File: src/rtl/pattern_score_judge_if.sv
// Bundle of the per-pixel stage inputs and the judge/overlay outputs of
// pattern_score_judge.
//   master : upstream pipeline side (drives pixel qualifiers and flags)
//   slave  : pattern_score_judge side (drives overlay colour and score)
interface pattern_score_judge_if;
  logic       pixel_en;
  logic       frame_start;
  logic       frame_end;
  logic       game_in;
  logic       in_polygon;
  logic       chroma;
  logic       sobel;
  logic [4:0] in_r;
  logic [5:0] in_g;
  logic [4:0] in_b;
  logic [7:0] red;
  logic [7:0] grn;
  logic [7:0] blu;
  logic [6:0] score;
  logic       score_valid;
  logic       perfect;
  logic       good;
  logic       bad;
  logic       busy;
  logic       overrun;

  modport master (
    output pixel_en, frame_start, frame_end, game_in, in_polygon, chroma, sobel,
           in_r, in_g, in_b,
    input  red, grn, blu, score, score_valid, perfect, good, bad, busy, overrun
  );

  modport slave (
    input  pixel_en, frame_start, frame_end, game_in, in_polygon, chroma, sobel,
           in_r, in_g, in_b,
    output red, grn, blu, score, score_valid, perfect, good, bad, busy, overrun
  );
endinterface

File: src/rtl/pattern_score_judge.sv
// Pattern score judge: overlay colour generation plus per-frame scoring.
//   clk, rst_n : pixel clock, asynchronous active-low reset
//   bus        : pattern_score_judge_if.slave
//     in : pixel_en, frame_start, frame_end, game_in, in_polygon, chroma,
//          sobel, in_r/in_g/in_b (RGB565 camera pixel)
//     out: red/grn/blu (registered overlay, 1-cycle latency), score (0..100),
//          score_valid pulse, held perfect/good/bad, busy, overrun pulse
// Body pixels (chroma=0) seen in judge mode are counted inside (g) and
// outside (r) the pattern; at frame_end a restoring divider produces
// 100*g/(g+r) (or the net ratio) one quotient bit per cycle.
module pattern_score_judge #(
  parameter int H_ACT      = 640,
  parameter int V_ACT      = 480,
  parameter int PERFECT_TH = 80,
  parameter int GOOD_TH    = 50,
  parameter int SCORE_MODE = 0,
  parameter int CNT_W      = $clog2(H_ACT*V_ACT+1)
) (
  input  logic                  clk,
  input  logic                  rst_n,
  pattern_score_judge_if.slave  bus
);
  localparam int NW = CNT_W + 7;        // dividend / quotient width
  localparam int DW = CNT_W + 1;        // divisor width
  localparam int RW = DW + 1;           // shifted partial remainder width
  localparam int IW = $clog2(NW + 1);   // step counter width
  localparam logic [6:0] PERF7 = 7'(PERFECT_TH);
  localparam logic [6:0] GOOD7 = 7'(GOOD_TH);

  typedef enum logic [1:0] {IDLE, LOAD, DIV, DONE} state_t;

  state_t state, state_nxt;

  // ---------------- colour path ----------------
  logic        person;
  logic [23:0] rgb_nxt, rgb_q;

  assign person = ~bus.chroma;

  always_comb begin
    rgb_nxt = 24'h000000;
    if (bus.game_in) begin
      if (bus.in_polygon)
        rgb_nxt = person ? {bus.in_r, bus.in_r[4:2], bus.in_g, bus.in_g[5:4],
                            bus.in_b, bus.in_b[4:2]} : 24'h00FF00;
      else if (person)
        rgb_nxt = bus.sobel ? 24'hFF0000 : 24'hFF8888;
      else
        rgb_nxt = 24'h87CEFA;
    end else begin
      if (bus.in_polygon)
        rgb_nxt = person ? (bus.sobel ? 24'h00FF00 : 24'h88FF88) : 24'hFFFFFF;
      else
        rgb_nxt = person ? (bus.sobel ? 24'hFF0000 : 24'hFF8888) : 24'hFFFF00;
    end
  end

  // ---------------- pixel counters ----------------
  logic             count_en;
  logic [CNT_W-1:0] g_cnt, r_cnt, g_nxt, r_nxt;

  assign count_en = bus.pixel_en & ~bus.game_in & ~bus.chroma;

  // frame_start clears first, so a pixel counted in the same cycle lands as 1.
  always_comb begin
    g_nxt = g_cnt;
    r_nxt = r_cnt;
    if (bus.frame_start) begin
      g_nxt = '0;
      r_nxt = '0;
    end
    if (count_en) begin
      if (bus.in_polygon) g_nxt = (&g_nxt) ? g_nxt : g_nxt + CNT_W'(1);
      else                r_nxt = (&r_nxt) ? r_nxt : r_nxt + CNT_W'(1);
    end
  end

  // ---------------- divider ----------------
  logic [CNT_W-1:0] g_lat, r_lat, diff, base;
  logic [DW-1:0]    den, d_load, rem, rem_nxt;
  logic [NW-1:0]    num, num_nxt, n_load;
  logic [RW-1:0]    rem_sh, den_ext;
  logic [IW-1:0]    step;
  logic             q_bit, res_load;
  logic [6:0]       res;

  assign d_load  = {1'b0, g_lat} + {1'b0, r_lat};
  assign diff    = (g_lat > r_lat) ? g_lat - r_lat : '0;
  assign base    = (SCORE_MODE != 0) ? diff : g_lat;
  assign n_load  = NW'(base) * NW'(100);

  // num doubles as the quotient: dividend bits shift out of the top while
  // quotient bits shift in at the bottom.
  assign rem_sh  = {rem, num[NW-1]};
  assign den_ext = {1'b0, den};
  assign q_bit   = (rem_sh >= den_ext);
  assign rem_nxt = q_bit ? DW'(rem_sh - den_ext) : DW'(rem_sh);
  assign num_nxt = {num[NW-2:0], q_bit};

  // Result is captured on the edge entering DONE so it is visible in DONE.
  assign res_load = ((state == LOAD) && (d_load == '0)) ||
                    ((state == DIV)  && (step == '0));
  assign res      = (state == LOAD) ? 7'd0 : num_nxt[6:0];

  always_comb begin
    state_nxt = state;
    case (state)
      IDLE: if (bus.frame_end) state_nxt = LOAD;
      LOAD: state_nxt = (d_load == '0) ? DONE : DIV;
      DIV:  if (step == '0) state_nxt = DONE;
      DONE: state_nxt = IDLE;
      default: state_nxt = IDLE;
    endcase
  end

  always_ff @(posedge clk or negedge rst_n) begin
    if (!rst_n) state <= IDLE;
    else        state <= state_nxt;
  end

  logic [6:0] score_q;
  logic       perfect_q, good_q, bad_q, is_perf, is_good;

  assign is_perf = (res >= PERF7);
  assign is_good = (res >= GOOD7) && !is_perf;

  always_ff @(posedge clk or negedge rst_n) begin
    if (!rst_n) begin
      rgb_q     <= '0;
      g_cnt     <= '0;
      r_cnt     <= '0;
      g_lat     <= '0;
      r_lat     <= '0;
      den       <= '0;
      num       <= '0;
      rem       <= '0;
      step      <= '0;
      score_q   <= '0;
      perfect_q <= 1'b0;
      good_q    <= 1'b0;
      bad_q     <= 1'b0;
    end else begin
      rgb_q <= rgb_nxt;
      g_cnt <= g_nxt;
      r_cnt <= r_nxt;
      case (state)
        IDLE: if (bus.frame_end) begin
          g_lat <= g_nxt;
          r_lat <= r_nxt;
        end
        LOAD: begin
          den  <= d_load;
          num  <= n_load;
          rem  <= '0;
          step <= IW'(NW - 1);
        end
        DIV: begin
          num  <= num_nxt;
          rem  <= rem_nxt;
          step <= step - IW'(1);
        end
        default: ;
      endcase
      if (res_load) begin
        score_q   <= res;
        perfect_q <= is_perf;
        good_q    <= is_good;
        bad_q     <= !is_perf && !is_good;
      end
    end
  end

  assign bus.red         = rgb_q[23:16];
  assign bus.grn         = rgb_q[15:8];
  assign bus.blu         = rgb_q[7:0];
  assign bus.score       = score_q;
  assign bus.perfect     = perfect_q;
  assign bus.good        = good_q;
  assign bus.bad         = bad_q;
  assign bus.busy        = (state != IDLE);
  assign bus.score_valid = (state == DONE);
  assign bus.overrun     = bus.frame_end & (state != IDLE);
endmodule

File: src/flat_wrapper.sv
// flat-port wrapper written by rule: the top's interface ports become plain ports
module pattern_score_judge_flat 
#(
  parameter int H_ACT      = 640,
  parameter int V_ACT      = 480,
  parameter int PERFECT_TH = 80,
  parameter int GOOD_TH    = 50,
  parameter int SCORE_MODE = 0,
  parameter int CNT_W      = $clog2(H_ACT*V_ACT+1)
)
  (clk, rst_n, bus_pixel_en, bus_frame_start, bus_frame_end, bus_game_in, bus_in_polygon, bus_chroma, bus_sobel, bus_in_r, bus_in_g, bus_in_b, bus_red, bus_grn, bus_blu, bus_score, bus_score_valid, bus_perfect, bus_good, bus_bad, bus_busy, bus_overrun);
  pattern_score_judge_if bus_i ();
  input  logic clk;
  input  logic rst_n;
  input wire logic [$bits(bus_i.pixel_en)-1:0] bus_pixel_en;
  input wire logic [$bits(bus_i.frame_start)-1:0] bus_frame_start;
  input wire logic [$bits(bus_i.frame_end)-1:0] bus_frame_end;
  input wire logic [$bits(bus_i.game_in)-1:0] bus_game_in;
  input wire logic [$bits(bus_i.in_polygon)-1:0] bus_in_polygon;
  input wire logic [$bits(bus_i.chroma)-1:0] bus_chroma;
  input wire logic [$bits(bus_i.sobel)-1:0] bus_sobel;
  input wire logic [$bits(bus_i.in_r)-1:0] bus_in_r;
  input wire logic [$bits(bus_i.in_g)-1:0] bus_in_g;
  input wire logic [$bits(bus_i.in_b)-1:0] bus_in_b;
  output wire logic [$bits(bus_i.red)-1:0] bus_red;
  output wire logic [$bits(bus_i.grn)-1:0] bus_grn;
  output wire logic [$bits(bus_i.blu)-1:0] bus_blu;
  output wire logic [$bits(bus_i.score)-1:0] bus_score;
  output wire logic [$bits(bus_i.score_valid)-1:0] bus_score_valid;
  output wire logic [$bits(bus_i.perfect)-1:0] bus_perfect;
  output wire logic [$bits(bus_i.good)-1:0] bus_good;
  output wire logic [$bits(bus_i.bad)-1:0] bus_bad;
  output wire logic [$bits(bus_i.busy)-1:0] bus_busy;
  output wire logic [$bits(bus_i.overrun)-1:0] bus_overrun;
  assign bus_i.pixel_en = bus_pixel_en;
  assign bus_i.frame_start = bus_frame_start;
  assign bus_i.frame_end = bus_frame_end;
  assign bus_i.game_in = bus_game_in;
  assign bus_i.in_polygon = bus_in_polygon;
  assign bus_i.chroma = bus_chroma;
  assign bus_i.sobel = bus_sobel;
  assign bus_i.in_r = bus_in_r;
  assign bus_i.in_g = bus_in_g;
  assign bus_i.in_b = bus_in_b;
  assign bus_red = bus_i.red;
  assign bus_grn = bus_i.grn;
  assign bus_blu = bus_i.blu;
  assign bus_score = bus_i.score;
  assign bus_score_valid = bus_i.score_valid;
  assign bus_perfect = bus_i.perfect;
  assign bus_good = bus_i.good;
  assign bus_bad = bus_i.bad;
  assign bus_busy = bus_i.busy;
  assign bus_overrun = bus_i.overrun;
  pattern_score_judge #(.H_ACT(H_ACT), .V_ACT(V_ACT), .PERFECT_TH(PERFECT_TH), .GOOD_TH(GOOD_TH), .SCORE_MODE(SCORE_MODE), .CNT_W(CNT_W)) u_core (.clk(clk), .rst_n(rst_n), .bus(bus_i));
endmodule
File: config.mk
export PLATFORM = sky130hd
export DESIGN_NAME = pattern_score_judge_flat
export DESIGN_NICKNAME = d
export VERILOG_FILES = /design/src/rtl/pattern_score_judge_if.sv /design/src/rtl/pattern_score_judge.sv /design/src/flat_wrapper.sv
export SDC_FILE = /design/constraint.sdc
export NUM_CORES = 1
export LEC_CHECK = 0
export CORE_MARGIN = 5
export CORE_UTILIZATION = 30
export DETAILED_ROUTE_END_ITERATION = 10
export SYNTH_ARGS = -nofsm -noshare
export SYNTH_HDL_FRONTEND = slang
export SYNTH_SLANG_ARGS = --single-unit
export TNS_END_PERCENT = 30
File: constraint.sdc
create_clock -name clk -period 9.35 [get_ports clk]
set_clock_uncertainty 0.15 [all_clocks]
set_input_delay 1.87 -clock clk [delete_from_list [all_inputs] [get_ports clk]]
set_output_delay 1.87 -clock clk [all_outputs]
set_load 0.01 [all_outputs]
Yosys cells after proc, flatten, opt, wreduce, memory -nomap -nowiden
Index checks and enable logic that the tools add are counted.

word-level totals
  register bits after elaboration = 183
  input port bits = 25
  output and inout bits = 37
  word-level logic and storage cells = 75

operators by class
  add/sub/neg operators = 5
  multiply operators = 1
  order comparisons = 3
  equality and inequality tests = 5
  muxes and demuxes = 26
  bitwise gates (word level) = 5
  reduce and logical (&&, ||, !) cells = 16

operators by type and width
  operator               count
  $mux 24                8
  $mux 19                8
  $pmux 26 s2            1
  $pmux 20 s2            1
  $add 19x1->19 const B  2
  $reduce_and 19->1      2
  $mul 19x5->24 const B  1
  $ge 21x20->1           1
  $add 19x19->20         1
  $logic_not 20->1       1
  $mux 20                1
  $sub 20x20->20         1
  $mux 16                1
  $pmux 5 s2             1
  $pmux 2 s4             1
  $ge 7x6->1 const B     1
  $ge 7x7->1 const B     1
  $mux 7                 1
  $logic_not 5->1        1
  $sub 5x1->5 const B    1
  $eq 2x2->1 const B     2
  $logic_and 1x1->1      4
  $mux 2                 2
  $ne 2x2->1 const B     2
  other kinds (9)        15

Longest topological paths before layout
  depth after elaboration = 7
  mapped depth = 14
  depth with buffers taken out = 14

Least setup slack after synthesis
OpenSTA, ideal clock, no wires.

  path type = input-to-reg
  start point = input port bus_frame_start
  end point = register u_core.r_lat[13]
  library setup time = 0.065 ns
  arrival time = 4.069 ns
  data required time = 9.135 ns
  setup slack = 5.066 ns
  stages = 10
  buffers on the path = 1
  path through = clkbuf_1 > nor2b_1 > ha_1 > and3_1 > a31oi_2 > nand4_1 > or2_2 > or3_1 > a21oi_1 > mux2_2

between the ends
  word-level cells in the longest chain between the ends = 5
  elaborated cells on any way between the ends = 6
  those cells by class = add/sub (1); mux (4); reduce/logical (1)

RTL lines
  what                                                       RTL line                    source
  start: declaration                                         flat_wrapper.sv:16          input wire logic [$bits(bus_i.frame_start)-1:0] bus_frame_start;
  $mux 19 (*)                                                pattern_score_judge.sv:68   if (bus.frame_start) begin
  $add 19x1->19 / $reduce_and 19->1 (equally long branches)  pattern_score_judge.sv:74   else r_nxt = (&r_nxt) ? r_nxt : r_nxt + CNT_W'(1);
  $mux 19                                                    pattern_score_judge.sv:74
  $mux 19                                                    pattern_score_judge.sv:73   if (bus.in_polygon) g_nxt = (&g_nxt) ? g_nxt : g_nxt + CNT_W'(1);
  $mux 19 (*)                                                pattern_score_judge.sv:72   if (count_en) begin
  named net u_core.r_nxt[13]                                 pattern_score_judge.sv:60   logic [CNT_W-1:0] g_cnt, r_cnt, g_nxt, r_nxt;
  end signal: assignment                                     pattern_score_judge.sv:149  r_lat <= r_nxt;
  end: declaration                                           pattern_score_judge.sv:79   logic [CNT_W-1:0] g_lat, r_lat, diff, base;

Mark *: on every way through the listed nets, which the timed path passes. The rest lies on a longest branch.
A chain may end at the register's enable or synchronous reset.

Final worst setup path
  start point = input port bus_frame_end
  end point = output port bus_overrun

between the ends
  word-level cells in the longest chain between the ends = 1

RTL lines
  what                RTL line                    source
  start: declaration  flat_wrapper.sv:17          input wire logic [$bits(bus_i.frame_end)-1:0] bus_frame_end;
  $and 1x1->1         pattern_score_judge.sv:182  assign bus.overrun = bus.frame_end & (state != IDLE);
  end: declaration    flat_wrapper.sv:34          output wire logic [$bits(bus_i.overrun)-1:0] bus_overrun;

No other way between the ends.

==> metrics.md <==
| Metric | Value |
|---|---|
| Part of the cycle the worst path needs | `54.31%` |
| Die span in x | `209.6 um` |
| Worst ir drop on vdd | `0.0002257 V` |
| Number of ports placed on the die boundary | `62` |
| Initial core utilization | `30.22%` |
| Final number of setup-violating endpoints | `0` |
| Number of enable-type register cells in the synthesized netlist | `0` |
| Clk pin slew, worst setup/hold paths | `70 ps` |
| Number of setup buffers added after CTS | `0` |
| Areal power density over the cells | `274.4 nW/um2` |
| Net count after synthesis | `1,437` |
| Port Buf Inserts | `61` |
| Synth top area cells | `sky130_fd_sc_hd__dfrtp_1, sky130_fd_sc_hd__ha_1, sky130_fd_sc_hd__inv_1` |
| Startpoint type of the worst setup path | `input pin` |
| Arr. time, crit path | `3060 ps` |
| Grt ovf | `0` |
| Slowest stage cell on the critical path | `sky130_fd_sc_hd__clkdlybuf4s50_1` |
| Commonest cells in the netlist | `sky130_fd_sc_hd__dfrtp_1, sky130_fd_sc_hd__inv_1, sky130_fd_sc_hd__ha_1` |
| Core area | `39,550 um2` |
| Vertical die dimension | `209.6 um` |
| Dominant cell by count in the synthesized netlist | `sky130_fd_sc_hd__dfrtp_1` |
| Total Die Area | `43,930 um2` |
| Status | `complete, no violations` |
| Placed cell count | `1,827` |
| Initial DRT Pass Iterations | `5` |
| Final routed DRC violation total | `0` |
| Routed Wire Length | `27.68 mm` |
| Synth area leader | `sky130_fd_sc_hd__dfrtp_1` |
| Critical Path End Type | `output port` |
| Antenna Nets Post-Route | `0` |
| Clock tree from TritonCTS | `built` |
| Setup TNS | `0 ps` |
| DP Wirelength | `20.27 mm` |
| Global-route wire length before repair | `46.88 mm` |
| CP top delay family | `buffers and inverters` |
| Total of hold buffers inserted after clock tree synthesis | `0` |
| Nets@finish | `1,471` |
| Number of antenna violations at the first check in global routing | `0` |
| Leak Pwr | `6.491 nW` |
| Detailed-route wire length per cell | `14.89 um` |
| Antenna diodes | `0` |
| Top cell by count, worst path | `sky130_fd_sc_hd__clkdlybuf4s50_1` |
| Number of maximum-capacitance constraint violations | `0` |
| Top_reg_cell synth | `sky130_fd_sc_hd__dfrtp_1` |
| Root buffer selected by CTS | `sky130_fd_sc_hd__clkbuf_16` |
| Largest fanout on the critical path | `3` |
| Setup Crit Path Kind | `input pin to output port` |
| Maximum number of pins on one net before global-route repair | `71` |
| Setup repair after global routing missed its margin | `no` |
| Post-Synthesis Cell Area | `11,950 um2` |
| CP Data Required Time | `7330 ps` |
| Share of the synthesized area in the top cell type | `38.11%` |
| Placement Rows | `73` |
| Delay contributed by the slowest stage of the critical path | `540 ps` |
| Number of pins with negative max-slew slack in the final report | `0` |
| Total via count after detailed routing | `9,164` |
| Source of the worst register-to-register timing path | `u_core.base[2]$_DFFE_PN0P_` |
| Count of H-tree levels built during CTS | `4` |
| Placer congestion estimate | `0.8281` |
| Count of clock tree sinks | `182` |
| Aggregate global-route resource usage | `12.81%` |
| Fraction of registers with async set or reset after synthesis | `100.0%` |
| Maximum achievable frequency | `196.9 MHz` |
| Number of vias per cell | `4.930` |
| Cts repair resizes | `0` |
| Clock insertion delay at the later pin of the skew report | `440 ps` |
| Relative slew slack | `29.48%` |
| Relative area change from synthesis to final layout | `14.63%` |
| WP buf/inv | `2` |
| Total number of yosys warnings | `0` |
| Startpoint of the most critical setup path | `bus_frame_end` |
| Distinct cell type count of the synthesized netlist | `71` |
| Count of state elements after synthesis | `182` |
| Sequential element share of the synthesized area | `38.11%` |
| Filler instances | `4,035` |
| Critical path cell sequence | `clkdlybuf4s50_1 > nor2b_1 > clkdlybuf4s50_1` |
| Layout cell share with drive strength beyond 1 | `6.072%` |
| Origin of the worst min-delay path | `u_core.r_lat[6]$_DFFE_PN0P_` |
| Number of hold violations in the final report | `0` |
| Final non-filler cell total | `1,859` |
| Synthesized instance count | `1,287` |
| Path type of the worst min-delay path | `register to register` |
| Number of violations reported at the end of detailed-routing iteration 0 | `559` |
| Number of buffers inserted during clock tree synthesis | `17` |
| Vias in the first global route | `9,145` |
| Tightest Pin Transition | `1057 ps` |
| Minimum clock period | `5078 ps` |
| Max clock buf depth | `2` |
| Synthesized area per cell | `9.285 um2` |
-- cell usage in the layout (no fill, tap or decap), drive strengths merged, types with 31 or more instances in the layout --
master         netlist  final
a21o                31     31
a21oi               74     74
clkdlybuf4s50        0     59
dfrtp              182    182
ha                 109    109
inv                122    127
nand2              100    100
nand3               38     38
nor2                89     89
o21ai               56     56
xnor2               40     40
-- report_power, final --
part	leakage [nW]	total [W]	internal, W	switching (W)
Sequential	2.39	0.00105	0.000933	0.000116
Clock	0.310	0.000773	0.000417	0.000356
Combinational	3.79	0.00194	0.000799	0.00114
-- worst paths after layout --
path	endpoint	slack, ps	cells after the start
worst min-delay path	u_core.r_lat[6]$_DFFE_PN0P_	340	2
worst min register to register	u_core.r_lat[6]$_DFFE_PN0P_	340	2
worst max-delay path	bus_overrun	4270	3
min in group asynchronous	u_core.rgb_q[4]$_DFF_PN0_	1260	1
worst max register to register	u_core.num[20]$_DFFE_PN0P_	4730	12
max in group asynchronous	u_core.r_lat[1]$_DFFE_PN0P_	6440	2
-- layout make-up --
| type | count | area (um2) | share of cell area (%) |
|---|---|---|---|
| sequential | 182 | 4554 | 33.25 |
| inverter | 122 | 457.9 | 3.343 |
| tap | 525 | 656.9 | 4.795 |
| timing repair buffer | 68 | 661.9 | 4.832 |
| multi-input combinational | 930 | 6738 | 49.19 |
| clock buffer | 18 | 439.2 | 3.206 |
| clock inverter | 14 | 190.2 | 1.388 |
-- routing by layer --
layer / track usage (%) / share of wire [%]
met2: 20.13 / 45
met4: 2.790 / 1.1
met5: 0 / 0
met1: 18.06 / 50
met3: 3.019 / 4.4
-- kinds of logic after synthesis --
kind of cell,Yosys count,synth area share (%)
DFF,182,38.11
adders and majority gates,125,14.09
AOI/OAI and AO/OA,301,16.86
buffers and inverters,175,5.570
and+or+nand+nor,390,16.29
xor gates and xnor gates,65,4.764
muxes,49,4.314
-- through the flow --
stage	power, W	hold WS [ps]	setup slack (ps)	area (um2)	util, %
finish	0.003759	339.4	4272	13700	34.64
global placement	0.002979	316.0	4182	13070	33.04
detailed placement	0.003002	320.7	4113	13070	33.04
floorplan	0.002564	300.8	5066	11950	-
CTS	0.003790	341.9	4262	13700	34.64
global route	0.004100	358.8	4231	13700	34.64
-- worst min-delay path, cell delays in order, from the launching register on --
cell	delay, ps
sky130_fd_sc_hd__dfrtp_1	350
sky130_fd_sc_hd__nand2_1	60
sky130_fd_sc_hd__o31ai_1	50
-- registers in the layout (all words and copies together) (netlist names) --
register / count
u_core.step: 5
u_core.state: 2
u_core.bus.score: 7
u_core.num: 26
u_core.bus.bad: 1
u_core.r_lat: 19
u_core.g_cnt: 19
u_core.r_cnt: 19
u_core.bus.good: 1
u_core.base: 19
u_core.rem: 20
u_core.rgb_q: 23
u_core.bus.perfect: 1
u_core.den: 20
(Power assumes the default switching activity.)
